--- src/rtl/mips_sys_pkg.sv ---
// rtl/mips_sys_pkg.sv - shared service codes, sequencer states and decimal constants for SYSCALL handling
package mips_sys_pkg;

    localparam logic [31:0] SVC_PRINT_INT  = 32'd1;
    localparam logic [31:0] SVC_PRINT_STR  = 32'd4;
    localparam logic [31:0] SVC_EXIT       = 32'd10;
    localparam logic [31:0] SVC_PRINT_CHAR = 32'd11;

    localparam logic [7:0] ASCII_ZERO  = 8'h30;
    localparam logic [7:0] ASCII_MINUS = 8'h2D;

    // POW10[i] = 10^i
    localparam logic [31:0] POW10 [0:9] = '{
        32'd1, 32'd10, 32'd100, 32'd1000, 32'd10000, 32'd100000,
        32'd1000000, 32'd10000000, 32'd100000000, 32'd1000000000
    };

    typedef enum logic [2:0] {
        IDLE, DISPATCH, CHAR, STR_RD, STR_OUT, INT, HALT, DONE
    } state_t;

endpackage

--- src/rtl/dec_digit_gen.sv ---
// rtl/dec_digit_gen.sv - unsigned 32-bit to decimal digit stream, one subtraction per cycle
module dec_digit_gen
    import mips_sys_pkg::*;
(
    input  logic        clk,
    input  logic        reset_n,
    input  logic        start,
    input  logic [31:0] val,
    input  logic        digit_ack,
    output logic [3:0]  digit,
    output logic        digit_valid,
    output logic        last
);

    logic [31:0] r_val;
    logic [3:0]  r_idx;
    logic [3:0]  r_digit;
    logic        r_started;
    logic        r_busy;
    logic        r_pend;
    logic [31:0] w_pow;

    assign w_pow       = POW10[r_idx];
    assign digit       = r_digit;
    assign digit_valid = r_pend;
    assign last        = (r_idx == 4'd0);

    always_ff @(posedge clk or negedge reset_n) begin
        if (!reset_n) begin
            r_val     <= '0;
            r_idx     <= '0;
            r_digit   <= '0;
            r_started <= 1'b0;
            r_busy    <= 1'b0;
            r_pend    <= 1'b0;
        end else if (start) begin
            r_val     <= val;
            r_idx     <= 4'd9;
            r_digit   <= '0;
            r_started <= 1'b0;
            r_busy    <= 1'b1;
            r_pend    <= 1'b0;
        end else if (r_busy && !r_pend) begin
            // leading zeros are skipped, but the units digit is always produced
            if (r_val >= w_pow) begin
                r_val   <= r_val - w_pow;
                r_digit <= r_digit + 4'd1;
            end else if (r_digit != 4'd0 || r_started || r_idx == 4'd0) begin
                r_pend <= 1'b1;
            end else begin
                r_idx <= r_idx - 4'd1;
            end
        end else if (r_pend && digit_ack) begin
            r_pend    <= 1'b0;
            r_started <= 1'b1;
            r_digit   <= '0;
            if (r_idx == 4'd0) r_busy <= 1'b0;
            else               r_idx  <= r_idx - 4'd1;
        end
    end

endmodule

--- src/rtl/syscall_sequencer.sv ---
// rtl/syscall_sequencer.sv - services MIPS SYSCALL (print int/string/char, exit) while stalling the core
module syscall_sequencer
    import mips_sys_pkg::*;
#(
    parameter int MAX_STR_LEN = 256,
    parameter int DATA_W      = 32
) (
    input  logic              clk,
    input  logic              reset_n,
    input  logic              syscall_i,
    input  logic [DATA_W-1:0] v0_i,
    input  logic [DATA_W-1:0] a0_i,
    output logic              stall_o,
    output logic              halt_o,
    output logic              mem_req_o,
    output logic [DATA_W-1:0] mem_addr_o,
    input  logic [DATA_W-1:0] mem_rdata_i,
    output logic              out_valid_o,
    output logic [7:0]        out_data_o,
    input  logic              out_ready_i,
    output logic              err_o
);

    localparam int CNT_W = $clog2(MAX_STR_LEN + 1);

    state_t             r_state;
    logic [DATA_W-1:0]  r_code;
    logic [DATA_W-1:0]  r_arg;
    logic [DATA_W-1:0]  r_ptr;
    logic [CNT_W-1:0]   r_cnt;
    logic               r_out_valid;
    logic [7:0]         r_out_data;
    logic               r_int_last;

    logic [7:0]         w_byte;
    logic [DATA_W-1:0]  w_mag;
    logic               w_start;
    logic               w_digit_ack;
    logic [3:0]         w_digit;
    logic               w_digit_valid;
    logic               w_last;
    logic               w_supported;

    assign w_byte      = mem_rdata_i[{r_ptr[1:0], 3'b000} +: 8];
    assign w_mag       = r_arg[DATA_W-1] ? (~r_arg + 1'b1) : r_arg;
    assign w_start     = (r_state == DISPATCH) && (r_code == SVC_PRINT_INT);
    assign w_digit_ack = (r_state == INT) && !r_out_valid && w_digit_valid;
    assign w_supported = (r_code == SVC_PRINT_INT) || (r_code == SVC_PRINT_STR) ||
                         (r_code == SVC_EXIT) || (r_code == SVC_PRINT_CHAR);

    assign stall_o     = (r_state == IDLE) ? syscall_i : (r_state != DONE);
    assign halt_o      = (r_state == HALT);
    assign err_o       = (r_state == DISPATCH) && !w_supported;
    assign mem_req_o   = (r_state == STR_RD);
    assign mem_addr_o  = (r_state == STR_RD) ? {r_ptr[DATA_W-1:2], 2'b00} : '0;
    assign out_valid_o = r_out_valid;
    assign out_data_o  = r_out_data;

    dec_digit_gen u_dec (
        .clk         (clk),
        .reset_n     (reset_n),
        .start       (w_start),
        .val         (w_mag),
        .digit_ack   (w_digit_ack),
        .digit       (w_digit),
        .digit_valid (w_digit_valid),
        .last        (w_last)
    );

    always_ff @(posedge clk or negedge reset_n) begin
        if (!reset_n) begin
            r_state     <= IDLE;
            r_code      <= '0;
            r_arg       <= '0;
            r_ptr       <= '0;
            r_cnt       <= '0;
            r_out_valid <= 1'b0;
            r_out_data  <= '0;
            r_int_last  <= 1'b0;
        end else begin
            case (r_state)
                IDLE: if (syscall_i) begin
                    r_code  <= v0_i;
                    r_arg   <= a0_i;
                    r_state <= DISPATCH;
                end
                DISPATCH: begin
                    r_ptr      <= r_arg;
                    r_cnt      <= '0;
                    r_int_last <= 1'b0;
                    case (r_code)
                        SVC_PRINT_INT: begin
                            r_out_data  <= ASCII_MINUS;
                            r_out_valid <= r_arg[DATA_W-1];
                            r_state     <= INT;
                        end
                        SVC_PRINT_STR: r_state <= STR_RD;
                        SVC_EXIT:      r_state <= HALT;
                        SVC_PRINT_CHAR: begin
                            r_out_data  <= r_arg[7:0];
                            r_out_valid <= 1'b1;
                            r_state     <= CHAR;
                        end
                        default:       r_state <= DONE;
                    endcase
                end
                CHAR: if (out_ready_i) begin
                    r_out_valid <= 1'b0;
                    r_state     <= DONE;
                end
                STR_RD: begin
                    if (w_byte == 8'h00 || r_cnt == CNT_W'(MAX_STR_LEN)) begin
                        r_state <= DONE;
                    end else begin
                        r_out_data  <= w_byte;
                        r_out_valid <= 1'b1;
                        r_state     <= STR_OUT;
                    end
                end
                STR_OUT: if (out_ready_i) begin
                    r_out_valid <= 1'b0;
                    r_ptr       <= r_ptr + 1'b1;
                    r_cnt       <= r_cnt + 1'b1;
                    r_state     <= STR_RD;
                end
                INT: begin
                    // '-' (if any) and each digit go out one at a time through r_out_data
                    if (r_out_valid) begin
                        if (out_ready_i) begin
                            r_out_valid <= 1'b0;
                            if (r_int_last) r_state <= DONE;
                        end
                    end else if (w_digit_valid) begin
                        r_out_data  <= ASCII_ZERO + {4'h0, w_digit};
                        r_out_valid <= 1'b1;
                        r_int_last  <= w_last;
                    end
                end
                HALT:    r_state <= HALT;
                DONE:    r_state <= IDLE;
                default: r_state <= IDLE;
            endcase
        end
    end

endmodule

--- config.mk ---
export PLATFORM = sky130hd
export DESIGN_NAME = syscall_sequencer
export DESIGN_NICKNAME = d
export VERILOG_FILES = /design/src/rtl/mips_sys_pkg.sv /design/src/rtl/dec_digit_gen.sv /design/src/rtl/syscall_sequencer.sv
export SDC_FILE = /design/constraint.sdc
export NUM_CORES = 1
export LEC_CHECK = 0
export ABC_AREA = 1
export CORE_ASPECT_RATIO = 1.4
export CORE_MARGIN = 3
export CORE_UTILIZATION = 58
export DETAILED_ROUTE_END_ITERATION = 7
export GPL_ROUTABILITY_DRIVEN = 0
export HOLD_SLACK_MARGIN = 0.15
export PLACE_DENSITY = 0.84
export SLEW_MARGIN = 40
export SYNTH_ARGS = -nofsm -noshare
export SYNTH_HDL_FRONTEND = slang
export SYNTH_HIERARCHICAL = 1
export SYNTH_SLANG_ARGS = --single-unit
--- constraint.sdc ---
create_clock -name clk -period 3 [get_ports clk]
set_clock_uncertainty 0.15 [all_clocks]
set_input_delay 0.75 -clock clk [delete_from_list [all_inputs] [get_ports clk]]
set_output_delay 0.75 -clock clk [all_outputs]
set_load 0.05 [all_outputs]
==> flow_metrics.tcl, run 1 <==
set metrics [dict create \
    portBuffers 142 \
    min_path_type "in -> async" \
    clock_path_buffers 2 \
    slew_viol_final 0 \
    worst_pin_slew_ns 0.576 \
    tns_ns 0 \
    p_per_area_nw_per_um2 752 \
    whs_ns 0.142 \
    max_freq_mhz 339 \
    crit_path_end_kind "flip-flop" \
    fp.dieArea_um2 23700 \
    dp_cells 2400 \
    ys_types 55 \
    multiInputGateArea_um2 7520 \
    async_reset_ff_share_pct 100 \
    wl_per_cell_um 16.8 \
    setup_slack_ns 0.0510 \
    viasPerCell 5.76 \
    grt_max_degree 58 \
    grt_usage_pct 33.7 \
    hold_viol 0 \
    fin_nets 2288 \
    antenna_found_initial 0 \
    drtIter0Drc 1593 \
    floorplan.initialDensity_pct 59.4 \
    root_buffer "clkbuf_16" \
    syn_area_per_cell_um2 6.42 \
    core_area_um2 21400 \
    ys_warn_count 6 \
    grt_pass1_vias 13421 \
    post-place-ws_ns 0.0407 \
    peakVddDrop_mv 0.620 \
    ant_nets 0 \
    cp_data_required_time_ns 3.18 \
    ys_seq_area_share_pct 31.8 \
    synth-seq-cells 161 \
    area_growth_pct 24.6 \
    io_pins 145 \
    fin_crit_ns 2.95 \
    cts_made_buffers 17 \
    die_w_um 131 \
    netlist_area_um2 12700 \
    setup_viol 0 \
    r2r_start "u_dec/r_idx[3]" \
    num_rows 63 \
    n_antenna_cell 0 \
    synth_ff_type "dfrtp_1" \
    path_class "reg -> reg" \
    wirelength_um 41000 \
    maxCapViolCount 0 \
    clk_latency_ns 0.43 \
    die_y_um 181 \
    placed_cell_area_um2 14900 \
    arrival_ns 3.12 \
    final_cells 2449 \
    cts.reportedPaths.clkPinSlew_ns 0.07 \
    grt_pass1_wl_um 64300 \
    hpwl_um 30900 \
    grt_overflow_total 0 \
    h-tree-depth 4 \
    nFillCells 1631 \
    cts_tree "done" \
    synth-edff-count 0 \
    cts.sinks 161 \
    syn_inst 1974 \
    r2r_end "u_dec/r_val[9]" \
    fin_area_um2 15800 \
    vias 14113 \
    crit_fanout 7 \
    rr_worst_depth 16 \
    fin_crit_sh_pct 98.3 \
    r2r_slack_ns 0.05 \
    relSlewSlack_pct 61.6 \
    grt_setup_unrepaired "yes" \
    layout-drive-gt1-share_pct 10.9 \
    drc_errors 0 \
    ff_latch_area_um2 4030 \
    start_kind "flip-flop" \
    status "finished clean" \
    leakagePower_uw 0.00827 \
    firstDrtPassIters 6 \
]
## cells in the final DEF (no fill, tap or decap), types with 5 or more instances in the layout
cell type,Yosys,routed
nand2_2,14,16
nand3b_1,10,10
mux2i_1,8,8
ha_1,43,36
dfrtp_1,161,159
nand2_1,631,627
nor3_1,26,26
a21oi_2,2,6
nor2_2,9,12
inv_2,11,15
mux2_2,9,9
inv_1,241,237
or2_2,5,5
o21ai_0,62,60
buf_12,0,36
o211ai_1,8,8
a21oi_1,100,96
nand4_1,34,34
xor2_1,40,40
clkdlybuf4s50_1,0,107
o22ai_1,6,6
nand3_1,157,157
clkbuf_16,0,18
o21bai_1,6,6
o21ai_1,13,14
nand2_4,5,7
buf_4,7,58
nor2_4,7,10
nor2_1,260,254
## power by group
group,switching [uW],total (uW),internal (uW)
combinational,3910,5970,2060
clock,1010,2320,1310
sequential,736,3600,2860
total,5650,11900,6240
## sequential cells by signal, summed over array words and instances, names as in the netlist
signal / flops
r_arg: 32
r_code: 32
r_ptr: 32
u_dec/r_val: 32
r_cnt: 9
out_data_o: 8
u_dec/digit: 4
u_dec/r_idx: 4
r_state: 3
out_valid_o: 1
r_int_last: 1
u_dec/digit_valid: 1
u_dec/r_busy: 1
u_dec/r_started: 1
## cells in the mapped netlist, types with 3 or more instances
master,count,area (um^2)
nand4_1,34,213
nand2_1,631,2370
nand2_2,14,87.6
nor2_2,9,56.3
nand3_2,5,50.1
dfrtp_1,161,4030
o21ai_1,13,65.1
and2_1,4,25.0
a21o_1,3,22.5
mux2i_1,8,80.1
nand2_4,5,56.3
o21ai_0,62,310
buf_4,7,52.6
nor2_4,7,78.8
inv_2,11,41.3
xnor2_1,3,26.3
nor2_1,260,976
o211ai_1,8,60.1
buf_6,10,113
o22ai_1,6,37.5
a21oi_1,100,500
nand3b_1,10,75.1
buf_2,14,70.1
clkbuf_1,21,78.8
a22oi_1,3,22.5
a31oi_1,3,18.8
mux2_2,9,101
and3_1,4,25.0
or2_2,5,31.3
nor3_1,26,130
buf_1,5,18.8
ha_1,43,538
xor2_1,40,350
nand3_1,157,786
inv_1,241,905
o21bai_1,6,45.0
## kinds of logic after synthesis
kind of cell | share of synthesized area, %
adders and majority gates | 4.40
xor gates and xnor gates | 2.97
muxes | 1.43
other | 0.0296
buffers and inverters | 10.2
and+or+nand+nor | 39.7
AOI/OAI and AO/OA | 9.50
DFF | 31.8
## through the flow
| step | power [uW] | utilization [%] |
|---|---|---|
| final | 11900 | 74.0 |
| after global routing | 12600 | 74.0 |
| after CTS | 11800 | 72.6 |
| after detailed placement | 9380 | 69.6 |
| after global placement | 9220 | 69.6 |
| after floorplan | 7340 | - |
## routing by layer
layer / track usage (%) / vias to the layer above / wire (um)
li1: - / 6608 / -
met2: 56.2 / 866 / 20100
met5: 0 / - / 0
met1: 42.3 / 6432 / 15300
met4: 17.2 / 0 / 2440
met3: 4.17 / 207 / 3260
## timing repair
action	4_1_cts	5_1_grt
pin swaps	0	16
setup buffers	0	15
hold buffers	0	0
setup endpoints to repair	2	43
resized for setup	4	40
gates cloned	0	2
## worst max-delay path: stages (launching register included)
cell and delay [ns]:
dfrtp_2 0.49, nor2_2 0.18, inv_1 0.10, nand2_1 0.10, o21ai_1 0.09, ha_1 0.35, buf_4 0.16, nand2_1 0.10
inv_1 0.05, nand2_1 0.06, nand3_1 0.10, nand3b_1 0.28, or2_2 0.32, nand3_1 0.12, nand2_1 0.07, nand2_1 0.07
nand2_1 0.04
## how the worst max path moves through the flow
stage / start / to / slack, ns / depth (start not counted)
4_1_cts: r_state[2] / halt_o / 0.004 / 3
2_1_floorplan: u_dec/r_idx[0] / u_dec/r_idx[0] / 0.19 / 20
3_5_place_dp: u_dec/r_idx[1] / u_dec/r_val[14] / 0.04 / 18
6_report: u_dec/r_idx[3] / u_dec/r_val[9] / 0.05 / 16
5_1_grt: u_dec/r_idx[3] / u_dec/r_val[0] / -0.10 / 17
3_3_place_gp: u_dec/r_idx[2] / u_dec/r_val[30] / 0.1 / 16
## cell type report
type | count | share of cell area, %
Clock buffer | 19 | 2.87
Tap cell | 292 | 2.31
Timing Repair Buffer | 206 | 14.5
Clock inverter | 13 | 1.08
Multi-Input combinational cell | 1503 | 47.6
Inverter | 255 | 6.09
Sequential cell | 161 | 25.5
(Power assumes the default switching activity.)
==> run 2, diff against run 1 <==
==> constraint.sdc (replaced) <==
create_clock -name clk -period 3.1 [get_ports clk]
set_clock_uncertainty 0.15 [all_clocks]
set_input_delay 0.775 -clock clk [delete_from_list [all_inputs] [get_ports clk]]
set_output_delay 0.775 -clock clk [all_outputs]
set_load 0.05 [all_outputs]
==> run 2 against run 1 <==
Against the previous run:
- the run now ends with DRC, setup timing left
- clock power is 6% higher
- critical path depth up 1
- register-to-register slack worse by 0.06 ns
- worst hold slack improved by 0.0027 ns
- die area did not move
- fmax down 5.3%
==> flow_metrics.tcl, run 2 (synthesis results as in run 1) <==
set metrics [dict create \
    status "finished with violations" \
    violations "DRC, setup timing" \
    die_w_um 131 \
    io_pins 145 \
    die_y_um 181 \
    slowest_delay_ns 0.47 \
    clock_path_buffers 2 \
    critPathSlowestCell "dfrtp_2" \
    final_cell_mix "nand2_1, nor2_1, inv_1, dfrtp_1, nand3_1" \
    fin_crit_sh_pct 100 \
    p_per_area_nw_per_um2 748 \
    path_class "reg -> reg" \
    cts_tree "done" \
    hpwl_um 30500 \
    post-place-ws_ns -0.0229 \
    grt_setup_unrepaired "yes" \
    cp.depth 17 \
    met1_length_um 15100 \
    setup_viol 2 \
    arrival_ns 3.28 \
    portBuffers 142 \
    fin_crit_ns 3.11 \
    r2r_end "u_dec/r_val[22]" \
    final_common_cell "nand2_1" \
    tns_ns -0.0150 \
    worst_pin_slew_ns 0.636 \
    drc_errors 3 \
    path_cells "buf_4 -> ha_2 -> a21oi_2 -> buf_4 -> ha_1 -> nand2_2 -> inv_1 -> a21oi_2 -> nand2_2 -> a21oi_4 -> buf_4 -> nand2_4 -> nand2_2 -> buf_12 -> nand2_1 -> nand2_1 -> nand2_1" \
    cp_data_required_time_ns 3.27 \
    layout-drive-gt1-share_pct 9.85 \
    slew_viol_final 0 \
    ff_latch_area_um2 4030 \
    ant_nets 0 \
    viasPerCell 5.71 \
    h-tree-depth 4 \
    min_path_type "in -> async" \
    rr_worst_depth 17 \
    grt_pass1_vias 13054 \
    grt_overflow_total 0 \
    maxCapViolCount 0 \
    crit_path_end_kind "flip-flop" \
    cts.sinks 161 \
    critical_path.top_delay_family "buffers and inverters" \
    wl_met2_um 19800 \
    area_growth_pct 23.5 \
    top_layer_used "met4" \
    firstDrtPassIters 8 \
    setup_slack_ns -0.0137 \
    core_area_um2 21400 \
    path_buf_inv 5 \
    wl_per_cell_um 16.6 \
    root_buffer "clkbuf_16" \
    grt_pass1_wl_um 63500 \
    grt_max_degree 61 \
    max_freq_mhz 321 \
    grt_usage_pct 33.5 \
    critPathCapture "u_dec/r_val[22]" \
    nFillCells 1670 \
    crit_fanout 14 \
    multiInputGateArea_um2 7440 \
    wl_met3_um 3310 \
    clk_latency_ns 0.44 \
    vias 13908 \
    floorplan.initialDensity_pct 59.4 \
    placed_cell_area_um2 14800 \
    fin_nets 2274 \
    leakagePower_uw 0.00819 \
    cts.reportedPaths.clkPinSlew_ns 0.07 \
    r2r_slack_ns -0.01 \
    start_kind "flip-flop" \
    hold_viol 0 \
    num_rows 63 \
    antenna_found_initial 0 \
    fin_area_um2 15700 \
    n_antenna_cell 0 \
    r2r_start "u_dec/r_idx[1]" \
    drtIter0Drc 1455 \
    crit_start "u_dec/r_idx[1]" \
    relSlewSlack_pct 57.6 \
    hold_buffers 0 \
    wirelength_um 40300 \
    fp.dieArea_um2 23700 \
    cts_made_buffers 17 \
    peakVddDrop_mv 0.556 \
]
==> run 2: changes by cell type in the layout (fill, tap and decap cells not counted), sizes merged, moves of 2 or more <==
cell    delta
buf       -12
inv        -4
bufinv     +4
clkinv     -2
==> run 2: worst min path at each step <==
stage	start	end	slack (ns)	cells past startpoint
2_1_floorplan	u_dec/r_val[10]	u_dec/r_val[10]	0.31	2
3_3_place_gp	out_data_o[4]	out_data_o[4]	0.33	2
3_5_place_dp	out_data_o[7]	out_data_o[7]	0.33	2
4_1_cts	reset_n	u_dec/r_val[31]	0.16	1
5_1_grt	reset_n	u_dec/r_val[31]	0.18	1
6_report	reset_n	u_dec/r_val[31]	0.14	1
==> run 2: power by group <==
part | leakage [uW] | internal [uW] | switching (uW)
registers | 0.00193 | 2770 | 730
clock network | 0.000320 | 1540 | 912
logic | 0.00595 | 1990 | 3770
total | 0.00819 | 6300 | 5410
==> run 2: layout make-up <==
class	count	share of cell area, %
flip-flops and latches	161	25.7
clock buffers	19	2.83
repair buffers	193	13.9
clock inverters	12	1.47
well taps	292	2.33
inverters	255	6.14
multi-input cells	1502	47.5
==> run 2: timing repair <==
| action | in CTS | in global routing |
|---|---|---|
| resized for setup | 5 | 25 |
| setup buffers | 0 | 10 |
| setup endpoints to repair | 16 | 42 |
| pin swaps | 0 | 7 |
==> run 2: stage by stage <==
step	hold WS [ns]	total power (uW)	cells	utilization, %
detailed placement	0.331	9090	2393	69.4
CTS	0.160	11600	2424	72.6
finish	0.145	11700	2434	73.3
global route	0.177	12300	2434	73.3
floorplan	0.305	7100	1975	-
global placement	0.329	8930	2393	69.4
==> run 2: routing by layer <==
metal,global-route usage [%],vias to the layer above
met5,0,-
met4,16.0,0
met3,5.38,192
met2,55.6,800
met1,41.9,6336
li1,-,6580
==> run 2: worst register-to-register path: cells and delay by family (launching register included) <==
| kind | cells | cell delay (ns) |
|---|---|---|
| buffers and inverters | 5 | 0.69 |
| and+or+nand+nor | 7 | 0.61 |
| AOI/OAI and AO/OA | 3 | 0.59 |
| adders and majority gates | 2 | 0.48 |
| DFF | 1 | 0.47 |
==> run 3, diff against run 2 <==
--- a/config.mk
+++ b/config.mk
@@ -5,14 +5,13 @@
 export SDC_FILE = /design/constraint.sdc
 export NUM_CORES = 1
 export LEC_CHECK = 0
-export ABC_AREA = 1
 export CORE_ASPECT_RATIO = 1.4
 export CORE_MARGIN = 3
-export CORE_UTILIZATION = 58
+export CORE_UTILIZATION = 35
 export DETAILED_ROUTE_END_ITERATION = 7
 export GPL_ROUTABILITY_DRIVEN = 0
 export HOLD_SLACK_MARGIN = 0.15
-export PLACE_DENSITY = 0.84
+export PLACE_DENSITY = 0.57
 export SLEW_MARGIN = 40
 export SYNTH_ARGS = -nofsm -noshare
 export SYNTH_HDL_FRONTEND = slang
==> run 3 against run 2 <==
Against the previous run:
- the run ends with setup timing left
- area after synthesis decreased by 12%
- worst setup slack got worse by 0.19 ns
- worst hold slack improved by 0.0022 ns
- flip-flop and latch count unchanged
- sequential power increased by 19%
- routed wire length decreased by 9.3%
- critical endpoint is now u_dec/r_val[30]
- highest routed layer unchanged
==> flow_metrics.tcl, run 3 <==
set metrics [dict create \
    vias 10439 \
    viasPerCell 5.49 \
    worst_pin_slew_ns 0.717 \
    synth_most_common_cell "dfrtp_1" \
    start_kind "flip-flop" \
    ys_top_cells_by_area "dfrtp_1, mux2_2, ha_1, a21oi_1, xnor2_1" \
    setup_viol 37 \
    max_freq_mhz 303 \
    p_clk_share_pct 10.0 \
    wl_per_cell_um 19.2 \
    placed_cell_area_um2 14400 \
    p_sw_share_pct 45.5 \
    netlist_area_um2 11200 \
    p_per_area_nw_per_um2 1280 \
    p_int_uw 11200 \
    tns_ns -2.91 \
    synth-seq-cells 161 \
    synth_top_area_cell "dfrtp_1" \
    cp_data_required_time_ns 3.27 \
    grt_usage_pct 21.2 \
    core_area_um2 31100 \
    multiInputGateArea_um2 7510 \
    drc_errors 0 \
    arrival_ns 3.48 \
    p_sw_uw 9370 \
    relSlewSlack_pct 51.8 \
    num_rows 76 \
    grt_max_degree 66 \
    maxCapViolCount 0 \
    final_cell_mix "buf_4, dfrtp_1, clkdlybuf4s50_1, nand2_1, nor2_1" \
    crit_path_end_kind "flip-flop" \
    power.share.sequential_pct 20.2 \
    area_growth_pct 44.2 \
    fin_crit_sh_pct 107 \
    floorplan.initialDensity_pct 35.9 \
    async_reset_ff_share_pct 100 \
    grt_pass1_vias 10538 \
    grt_setup_unrepaired "yes" \
    ff_latch_area_um2 4030 \
    ys_warn_count 6 \
    ys_seq_area_share_pct 36.1 \
    clk_latency_ns 0.44 \
    wirelength_um 36600 \
    post-place-ws_ns -0.457 \
    path_class "reg -> reg" \
    yosysTopAreaCellShare_pct 36.1 \
    ys_types 95 \
    io_pins 145 \
    setup_slack_ns -0.204 \
    syn_inst 1219 \
    n_antenna_cell 0 \
    final_common_cell "buf_4" \
    hold_viol 0 \
    h-tree-depth 4 \
    peakVddDrop_mv 0.729 \
    cts.sinks 161 \
    grt_pass1_wl_um 57300 \
    ys_top_cells_by_count "dfrtp_1, nand2_1, nor2_1" \
    fin_crit_ns 3.30 \
    cts_tree "done" \
    syn_area_per_cell_um2 9.15 \
    ant_nets 0 \
    synth_ff_type "dfrtp_1" \
    fp.dieArea_um2 34100 \
    leakagePower_uw 0.00668 \
    clock_path_buffers 2 \
    root_buffer "clkbuf_16" \
    r2r_start "u_dec/r_idx[1]" \
    die_y_um 217 \
    min_path_type "in -> async" \
    fin_area_um2 16100 \
    slew_viol_final 0 \
    antenna_found_initial 0 \
    violations "setup timing" \
    synth-edff-count 0 \
    nFillCells 2795 \
    crit_start "u_dec/r_idx[1]" \
    drtIter0Drc 578 \
    hpwl_um 27300 \
    fin_util_pct 51.8 \
    layout-drive-gt1-share_pct 32.8 \
    cts_made_buffers 17 \
    status "finished with violations" \
    grt_overflow_total 0 \
    crit_fanout 7 \
    cts.reportedPaths.clkPinSlew_ns 0.07 \
    die_w_um 157 \
    firstDrtPassIters 5 \
    pwr-share-comb_pct 69.7 \
    portBuffers 142 \
    fin_nets 1644 \
]
==> run 3: cell type report <==
| type | instances | area share, % |
|---|---|---|
| Clock inverter | 15 | 0.863 |
| Sequential cell | 161 | 25.1 |
| Multi-Input combinational cell | 956 | 46.7 |
| Clock buffer | 17 | 2.64 |
| Inverter | 32 | 0.824 |
| Timing Repair Buffer | 332 | 20.9 |
| Tap cell | 390 | 3.03 |
==> run 3: timing repair <==
action                     4_1_cts  5_1_grt
gates cloned                     1        0
pin swaps                       37       54
setup endpoints to repair       42       42
hold endpoints to repair         0        0
buffers inserted                18       16
hold buffers                     0        0
resized for setup              105       75
==> run 3: metrics by stage <==
stage | std cells | hold slack (ns) | power, uW
5_1_grt | 1903 | 0.171 | 22000
3_5_place_dp | 1838 | 0.317 | 16100
6_report | 1903 | 0.147 | 20600
3_3_place_gp | 1838 | 0.305 | 16000
4_1_cts | 1889 | 0.166 | 19700
2_1_floorplan | 1220 | 0.293 | 11700
==> run 3: cell families (layout without fill, tap and decap cells) <==
group / after synthesis / count (layout) / synth area share (%)
AO/OA/AOI/OAI: 327 / 327 / 19.5
buffers and inverters: 103 / 396 / 4.35
adder cells (fa/ha/maj): 44 / 44 / 5.00
other: 1 / 2 / 0.0336
multiplexers: 91 / 91 / 9.83
flip-flops: 161 / 161 / 36.1
AND/OR/NAND/NOR: 428 / 428 / 20.2
XOR/XNOR: 64 / 64 / 5.02
==> run 3: final timing paths <==
| check | end | slack (ns) | cells past startpoint |
|---|---|---|---|
| min reg2reg | u_dec/r_busy | 0.33 | 1 |
| max in group asynchronous | u_dec/r_val[12] | 1.93 | 2 |
| max reg2reg | u_dec/r_val[30] | -0.20 | 14 |
| max | u_dec/r_val[30] | -0.20 | 14 |
| min | out_valid_o | 0.15 | 1 |
| min in group clk | u_dec/r_busy | 0.33 | 1 |
==> run 3: power by group through the flow <==
stage,Sequential (uW),Clock [uW],Combinational (uW)
after floorplan,3840,0,7850
after global placement,4110,0,11900
final,4170,2060,14400
after detailed placement,4130,0,12000
after CTS,4130,2120,13400
after global routing,4300,2190,15500
==> run 3: layer usage <==
| metal | GRT usage (%) | wire length (um) |
|---|---|---|
| met4 | 9.34 | 1390 |
| met2 | 37.4 | 19200 |
| met5 | 0 | 0 |
| met3 | 2.88 | 1110 |
| met1 | 25.5 | 14900 |
==> run 3: critical path: stages (launching register included) <==
cell and delay (ns):
dfrtp_2 0.49, buf_6 0.15, buf_4 0.13, ha_4 0.14
nand2b_4 0.14, ha_4 0.30, and3_4 0.19, and2_4 0.16
nand3_4 0.09, o311ai_4 0.43, o211a_4 0.27, buf_12 0.12
o211ai_1 0.11, xor2_1 0.22, o21ai_1 0.09
